`config.mk`:
```
export PLATFORM = sky130hd
export DESIGN_NAME = csa_accum_resolve
export DESIGN_NICKNAME = d
export VERILOG_FILES = /design/src/rtl/csa_accum_pkg.sv /design/src/rtl/csa_split_adder.sv /design/src/rtl/csa_accum_resolve.sv
export SDC_FILE = /design/constraint.sdc
export NUM_CORES = 1
export LEC_CHECK = 0
export BUFFER_PORTS_ARGS = -buffer_cell sky130_fd_sc_hd__buf_2
export CORE_MARGIN = 4
export CORE_UTILIZATION = 58
export DETAILED_ROUTE_END_ITERATION = 10
export GPL_TIMING_DRIVEN = 0
export PLACE_DENSITY_LB_ADDON = 0.12
export SLEW_MARGIN = 20
export SYNTH_ARGS = -nofsm -noshare
export SYNTH_HDL_FRONTEND = slang
export SYNTH_HIERARCHICAL = 1
export SYNTH_SLANG_ARGS = --single-unit
```
`constraint.sdc`:
```
create_clock -name CLK -period 2.7 [get_ports CLK]
set_clock_uncertainty 0.2 [all_clocks]
set_input_delay 0.27 -clock CLK [delete_from_list [all_inputs] [get_ports CLK]]
set_output_delay 0.27 -clock CLK [all_outputs]
set_load 0.05 [all_outputs]
```
`src/rtl/csa_accum_pkg.sv`:
```
// Shared constants and width helpers for the carry-save accumulate/resolve block.
package csa_accum_pkg;

    localparam int DEF_WIDTH     = 8;
    localparam int DEF_ACC_WIDTH = 16;
    localparam int DEF_FRAME_LEN = 4;

    // Width of the low half resolved in the first adder stage.
    function automatic int half_w(input int width);
        return width / 2;
    endfunction

    // Frame counter width; a one-pair frame still gets a 1-bit counter.
    function automatic int cnt_w(input int frame_len);
        return (frame_len <= 1) ? 1 : $clog2(frame_len);
    endfunction

endpackage

```
`src/rtl/csa_split_adder.sv`:
```
// Two-stage carry-propagate adder that resolves a carry-save pair into a
// WIDTH+1 bit value: low half in stage 1, high half plus carry in stage 2.
// en_i freezes both stages (data and valids) when downstream stalls.
module csa_split_adder
    import csa_accum_pkg::*;
#(
    parameter int WIDTH = DEF_WIDTH
) (
    input  logic             clk_i,
    input  logic             rst_i,
    input  logic             en_i,
    input  logic             vld_i,
    input  logic [WIDTH-1:0] sum_i,
    input  logic [WIDTH-1:0] carry_i,
    output logic             vld_o,
    output logic [WIDTH:0]   res_o
);

    localparam int H  = half_w(WIDTH);
    localparam int HH = WIDTH - H;

    // Stage 1: resolved low half with its carry-out, high halves still split.
    logic [H-1:0]  lo_q;
    logic          c1_q;
    logic [HH-1:0] hs_q, hc_q;
    // Stage 2: fully resolved value.
    logic [WIDTH:0] res_q;
    // Valid shift register: [0] = stage 1, [1] = stage 2.
    logic [1:0]     vld_q;

    logic [H:0]  lo_d;
    logic [HH:0] hi_d;

    // Combinational halves of the two adder stages.
    always_comb begin
        lo_d = {1'b0, sum_i[H-1:0]} + {1'b0, carry_i[H-1:0]};
        hi_d = {1'b0, hs_q} + {1'b0, hc_q} + (HH+1)'(c1_q);
    end

    // Pipeline registers; everything holds while en_i is low.
    always_ff @(posedge clk_i) begin
        if (rst_i) begin
            vld_q <= '0;
            lo_q  <= '0;
            c1_q  <= 1'b0;
            hs_q  <= '0;
            hc_q  <= '0;
            res_q <= '0;
        end else if (en_i) begin
            vld_q <= {vld_q[0], vld_i};
            lo_q  <= lo_d[H-1:0];
            c1_q  <= lo_d[H];
            hs_q  <= sum_i[WIDTH-1:H];
            hc_q  <= carry_i[WIDTH-1:H];
            res_q <= {hi_d, lo_q};
        end
    end

    assign vld_o = vld_q[1];
    assign res_o = res_q;

endmodule

```
`src/rtl/csa_accum_resolve.sv`:
```
// Resolves carry-save pairs and sums FRAME_LEN of them per output result,
// with a sticky overflow flag and a one-deep output register under
// ready/valid backpressure.
module csa_accum_resolve
    import csa_accum_pkg::*;
#(
    parameter int WIDTH     = DEF_WIDTH,
    parameter int ACC_WIDTH = DEF_ACC_WIDTH,
    parameter int FRAME_LEN = DEF_FRAME_LEN
) (
    input  logic                 CLK,
    input  logic                 RST,
    input  logic                 IN_VALID,
    output logic                 IN_READY,
    input  logic [WIDTH-1:0]     IN_SUM,
    input  logic [WIDTH-1:0]     IN_CARRY,
    output logic                 OUT_VALID,
    input  logic                 OUT_READY,
    output logic [ACC_WIDTH-1:0] OUT_SUM,
    output logic                 OUT_OVF
);

    localparam int                CW       = cnt_w(FRAME_LEN);
    localparam logic [CW-1:0]     CNT_LAST = CW'(FRAME_LEN - 1);

    logic                 hold;
    logic                 r_vld;
    logic [WIDTH:0]       r_val;
    logic [ACC_WIDTH:0]   add_w;

    logic [ACC_WIDTH-1:0] acc_q, acc_d;
    logic [CW-1:0]        cnt_q, cnt_d;
    logic                 sticky_q, sticky_d;
    logic [ACC_WIDTH-1:0] out_sum_q, out_sum_d;
    logic                 out_ovf_q, out_ovf_d;
    logic                 out_valid_q, out_valid_d;

    // A result waiting on a not-ready consumer freezes the whole pipe; the
    // input ready therefore depends combinationally on OUT_READY.
    assign hold     = out_valid_q && !OUT_READY;
    assign IN_READY = !hold;

    csa_split_adder #(
        .WIDTH (WIDTH)
    ) u_adder (
        .clk_i   (CLK),
        .rst_i   (RST),
        .en_i    (!hold),
        .vld_i   (IN_VALID && !hold),
        .sum_i   (IN_SUM),
        .carry_i (IN_CARRY),
        .vld_o   (r_vld),
        .res_o   (r_val)
    );

    // Accumulator add with carry-out kept for overflow tracking.
    assign add_w = {1'b0, acc_q} + {1'b0, ACC_WIDTH'(r_val)};

    // Next-state for accumulator, frame counter and output register.
    always_comb begin
        acc_d       = acc_q;
        cnt_d       = cnt_q;
        sticky_d    = sticky_q;
        out_sum_d   = out_sum_q;
        out_ovf_d   = out_ovf_q;
        out_valid_d = out_valid_q;
        if (!hold) begin
            // Not holding, so a valid output here is being accepted.
            if (out_valid_q) out_valid_d = 1'b0;
            if (r_vld) begin
                if (cnt_q == CNT_LAST) begin
                    out_sum_d   = add_w[ACC_WIDTH-1:0];
                    out_ovf_d   = sticky_q | add_w[ACC_WIDTH];
                    out_valid_d = 1'b1;
                    acc_d       = '0;
                    cnt_d       = '0;
                    sticky_d    = 1'b0;
                end else begin
                    acc_d    = add_w[ACC_WIDTH-1:0];
                    cnt_d    = cnt_q + CW'(1);
                    sticky_d = sticky_q | add_w[ACC_WIDTH];
                end
            end
        end
    end

    // State registers; reset wins over everything on the same edge.
    always_ff @(posedge CLK) begin
        if (RST) begin
            acc_q       <= '0;
            cnt_q       <= '0;
            sticky_q    <= 1'b0;
            out_sum_q   <= '0;
            out_ovf_q   <= 1'b0;
            out_valid_q <= 1'b0;
        end else begin
            acc_q       <= acc_d;
            cnt_q       <= cnt_d;
            sticky_q    <= sticky_d;
            out_sum_q   <= out_sum_d;
            out_ovf_q   <= out_ovf_d;
            out_valid_q <= out_valid_d;
        end
    end

    assign OUT_VALID = out_valid_q;
    assign OUT_SUM   = out_sum_q;
    assign OUT_OVF   = out_ovf_q;

endmodule

```
; Yosys cells after proc, flatten, opt, wreduce, memory -nomap -nowiden
; Cells that the tools add are included.
[classes]
add_sub_neg = 5
n_eq_ne = 1
mux = 5
bitwise_logic = 2
n_reduce_logical = 6
[op_table]
columns = operator, count
row1 = $add 16x9->17, 1
row2 = $mux 16, 1
row3 = $add 4x4->5, 2
row4 = $add 5x1->5, 1
row5 = $mux 1, 3
row6 = $reduce_and 3->1, 1
row7 = $add 2x1->2 const B, 1
row8 = $eq 2x2->1 const B, 1
row9 = $logic_and 1x1->1, 2
row10 = $logic_not 1->1, 2
row11 = $mux 2, 1
row12 = $reduce_and 2->1, 1
row13 = $not 1->1, 1
row14 = $or 1x1->1, 1
[word_totals]
reg_bits = 61
in_bits = 20
word_cells = 31

; Logic depth before layout (Yosys ltp)
[depth]
word_depth = 4
ltp_mapped = 7
ltp_nobuf = 7

; Cells and area by module
; The synthesis kept the hierarchy.
[by_module_without_submodules]
columns = module, n_inst, cells_per_inst, area_each_um2
row1 = csa_accum_resolve, 1, 260, 2139.6
row2 = csa_split_adder, 1, 109, 1122.3

; Worst setup path after synthesis
; No wires, ideal clock.
[synth_path]
path_type = register -> register
startpoint = reg u_adder.res_q[0], in the netlist u_adder/res_o[0]
endpoint = reg out_ovf_q, in the netlist OUT_OVF
setup_ps = 132
t_arrival_ps = 1965
path_slack_ps = 403
stages_incl_launch_ff = 8
path_buffers = 0
period_less_slack_ps = 2297
path_cell_list = dfxtp_1 > ha_1 > fa_1 > a21o_1 > a221o_2 > a21o_1 > a311oi_1 > nor3_1
[synth_via]
elab_chain_len = 2
[synth_lines]
columns = element, line_no
row1 = from (decl), csa_split_adder.sv:27  ; logic [WIDTH:0] res_q;
row2 = from (signal assigned), csa_split_adder.sv:55  ; res_q <= {hi_d, lo_q};
row3 = $add 16x9->17, csa_accum_resolve.sv:57  ; assign add_w = {1'b0, acc_q} + {1'b0, ACC_WIDTH'(r_val)};
row4 = $or 1x1->1, csa_accum_resolve.sv:73  ; out_ovf_d = sticky_q | add_w[ACC_WIDTH];
row5 = to (signal assigned), csa_accum_resolve.sv:101  ; out_ovf_q <= out_ovf_d;
row6 = to (decl), csa_accum_resolve.sv:35  ; logic out_ovf_q, out_ovf_d;
; Every way passes these cells.
; A chain may end at the register's enable or synchronous reset.

; Worst setup path in the final report
; Ends and elaborated chain as after synthesis.

==> impl_summary.txt <==
----------------------------------------------------
[Setup path]
  Endpoint of the most critical register-to-register path ... OUT_OVF
  Data required time of the critical path ... 2.70 ns
  Flop-to-flop setup slack ... 0.22 ns
  Launch instance of the worst register-to-register path ... u_adder/res_o[0]
  Cells along the critical path ... ha_1 -> fa_1 -> a21o_1 -> a221o_2 -> a21o_1 -> a311oi_1 -> nor3_1
  Buffering stage count on the worst path with inverters included ... 0
  Endpoint class of the critical path ... flop
  Worst path arrival time ... roughly 2.5 ns
  Logic depth of the worst register-to-register path ... 7
  Max Fanout on Critical Path ... 6
  Top cell by count, worst path ... sky130_fd_sc_hd__a21o_1
  Critical Setup Path Class ... flop to flop
  Critical Path Slowest Stage Cell ... sky130_fd_sc_hd__a221o_2
  Peak per-stage delay on the critical path ... 0.43 ns
  Cell family contributing the most delay on the critical path ... compound AO/OA/AOI/OAI gates
  Element type at the critical path start ... flop

[Die]
  Core Box Area ... between 5000 and 6000 um2
  Height of the chip ... 82.99 um
  Total Die Area ... around 6900 um2
  Number of placement rows ... 27
  Die width ... 82.99 um
  Top-level I/O count ... 39
  Initial core utilization ... about three fifths

[Timing]
  Sum of negative setup slack ... 0 ns
  Slew @ Worst Pin ... around 0.59 ns
  Final count of hold timing violations ... 0
  Fin Hold WS ... between 0.04 and 0.05 ns
  Unrepaired setup endpoints after global routing ... no
  Final setup violating endpoints ... 0
  Final number of max-transition violations ... 0
  Worst max-slew margin expressed relative to the limit ... 60.54%
  Final critical-path share of the clock period ... 92.00%
  Maximum operating frequency ... 402.6 MHz
  Final min period ... approximately 2.5 ns

[Drt]
  Routed vias/inst ... just under 6
  Wire per inst ... ~16 um
  Routed Wire Length ... 7.793 mm
  Drt drc ... 0
  Antenna viol nets, final ... 0
  Via count ... approximately 3,000
  Drt initial violations ... about 300
  DRT Pass-1 Iters ... 5

[Power]
  Power consumption ... ~1.9 mW
  Power per unit of standard cell area ... 493.3 nW/um2
  Peak VDD IR ... about 0.43 mV
  Leak Pwr ... between 1.5 and 2 nW

[Layout]
  Area of all placed cells without fillers ... roughly 3800 um2
  Ratio of cells with drive above 1 in the final layout ... between 10% and 20%
  Number of nets in the finished design ... about 470
  Most frequent standard cell in the layout excluding fill and tap cells ... sky130_fd_sc_hd__dfxtp_1
  Area delta synth->final ... 16.34%
  Antenna diodes ... 0
  Filler cell count in the final layout ... between 400 and 500
  Highest-count cells in the layout ignoring fill and taps ... sky130_fd_sc_hd__dfxtp_1 (61), sky130_fd_sc_hd__nor2_1 (45), sky130_fd_sc_hd__buf_2 (42)

[Yosys]
  Top post-synthesis cells by area ... sky130_fd_sc_hd__dfxtp_1 (37%), sky130_fd_sc_hd__ha_1 (6.5%), sky130_fd_sc_hd__mux2i_1 (5.5%), sky130_fd_sc_hd__nor2_1 (5.2%), sky130_fd_sc_hd__a21oi_1 (3.5%)
  Yosys warnings ... 6
  Multiplexer share of the synthesized area ... 5.524%
  Mean Syn Cell Area ... ~8.8 um2
  Main combinational cell family by area after synthesis ... simple AND/OR/NAND/NOR gates
  Flops & latches, synth ... between 60 and 70
  Count of cell types in the netlist ... 53
  Sequential fraction of the synthesis area ... approximately 37%
  Post-synthesis share of cell area spent on and, or, nand and nor gates ... ~22%
  Async set-reset flop share out of synthesis ... 0%
  Parity-gate share of the synthesized area counting xor and xnor cells ... 1.611%
  Number of enable-type register cells in the synthesized netlist ... 0
  Largest area contributor in the synthesized netlist ... sky130_fd_sc_hd__dfxtp_1
  Synth Area in Compound Gates ... approximately 20%
  Net Count, Synth ... 410
  Area share of the largest cell type after synthesis ... approximately 37%
  Predominant post-synthesis flop cell ... sky130_fd_sc_hd__dfxtp_1
  Post-synthesis cell area ... ~3300 um2
  Syn Inst Count ... roughly 370
  Post-synthesis share of cell area spent on full adders, half adders and majority gates ... 8.976%

[Worst hold path]
  Hold_sp ... RST
  Cell depth of the worst hold path ... 2
  Class of the tightest hold or removal check ... primary input to flop
  Hold Crit Endpoint ... u_adder/c1_q

[Place]
  Number of port buffers ... 37
  Routability congestion estimate from global placement ... 0.8928
  Total placed instance area ... between 3000 and 4000 um2
  Hpwl dp ... about 5.6 mm

[Clock network]
  Count of buffers added by post-CTS timing repair for setup ... 0
  CTS tree ... yes
  Hold bufs inserted after CTS ... 8
  H-tree levels ... 3
  Number of clock buffers inserted by TritonCTS ... 9
  Bufs on Longest Clock Path ... 2
  Buffer cell driving the clock tree root ... sky130_fd_sc_hd__clkbuf_8
  Clock slew seen by the registers of the worst setup and hold paths ... around 0.07 ns
  Clock latency on the worst-skew pair ... between 0.3 and 0.4 ns
  CTS-repair resized insts ... 0
  Total number of clock tree sinks ... 61

[Global routing]
  Antenna violations before repair ... 0
  Overflow after GRT ... 0
  M3 GR Usage ... 4.266%
  Global routing usage on met2 ... 36.30%
  Busiest layer in global routing ... met2
  Number of global-route vias before repair ... ~2,600
  M1 GR Usage ... between 30% and 40%
  All-layer global routing usage ... a little under a quarter
  Maximum number of pins on one net before global-route repair ... 11
  Wire length of the first global-routing pass ... about 13 mm

[Flow run]
  Max capacitance violation total ... 0

[Run status]
  Status ... finished clean

----------------------------------------------------
report_power, final:
part	internal, mW	leakage, nW	switching, mW
Clock	0.379	0.0921	0.354
Sequential	0.930	0.497	0.0206
Combinational	0.0851	1.13	0.103
Total	1.39	1.71	0.478
per-layer routing:
layer  vias to the layer above  wire, um
met5                         -         0
met4                         0        97
met3                        10       453
met2                        93      3621
met1                      1375      3620
li1                       1477         -
through the flow:
stage / setup WS, ns / instances / utilization [%]
floorplan: 0.4035 / 369 / -
global placement: 0.2205 / 478 / 64.63
detailed placement: 0.2344 / 478 / 64.63
CTS: 0.2056 / 502 / 69.34
global route: 0.06168 / 502 / 69.34
finish: 0.2160 / 502 / 69.34
worst reg2reg max path, stage by stage, from the launching register on:
cell	delay [ns]
sky130_fd_sc_hd__dfxtp_1	0.31
sky130_fd_sc_hd__ha_1	0.22
sky130_fd_sc_hd__fa_1	0.41
sky130_fd_sc_hd__a21o_1	0.22
sky130_fd_sc_hd__a221o_2	0.43
sky130_fd_sc_hd__a21o_1	0.21
sky130_fd_sc_hd__a311oi_1	0.27
sky130_fd_sc_hd__nor3_1	0.08
synth_stat cells, drive strengths merged, types with 9 or more instances:
cell type	number
a211oi	12
a21o	14
a21oi	24
buf	10
clkbuf	13
dfxtp	61
ha	17
mux2i	18
nand2	29
nand3	13
nor2	45
o21ai	10
or3	9
worst max path at each step:
stage | endpoint | cells past startpoint | slack [ns] | start
6_report | OUT_OVF | 7 | 0.22 | u_adder/res_o[0]
5_1_grt | OUT_SUM[14] | 7 | 0.06 | u_adder/res_o[0]
4_1_cts | OUT_OVF | 7 | 0.21 | u_adder/res_o[0]
3_5_place_dp | OUT_OVF | 7 | 0.23 | u_adder/res_o[0]
3_3_place_gp | OUT_OVF | 7 | 0.22 | u_adder/res_o[0]
2_1_floorplan | OUT_OVF | 7 | 0.40 | u_adder/res_o[0]
flip-flops by register name, indices dropped and copies added, names as in the netlist, 2 cells and up:
name and count:
OUT_SUM 16, u_adder/vld_q 2, u_adder/hs_q 4, cnt_q 2
acc_q 16, u_adder/res_o 9, u_adder/hc_q 4, u_adder/lo_q 4
final cells by class:
type	instances	area (um2)	share of cell area [%]
inverters	6	22.52	0.5935
clock inverters	4	22.52	0.5935
well taps	72	90.09	2.374
plain buffers	23	111.4	2.934
multi-input cells	279	1907	50.25
flip-flops and latches	61	1221	32.18
repair buffers	45	265.3	6.990
clock buffers	12	155.1	4.088
logic make-up (layout without fill, tap and decap cells):
logic type,count (synthesis),after routing
and+or+nand+nor,142,142
AOI/OAI and AO/OA,92,92
buffers and inverters,29,90
DFF,61,61
xor gates and xnor gates,6,6
adders and majority gates,21,21
muxes,18,18
Note: power is estimated with default switching activity, not from simulation.
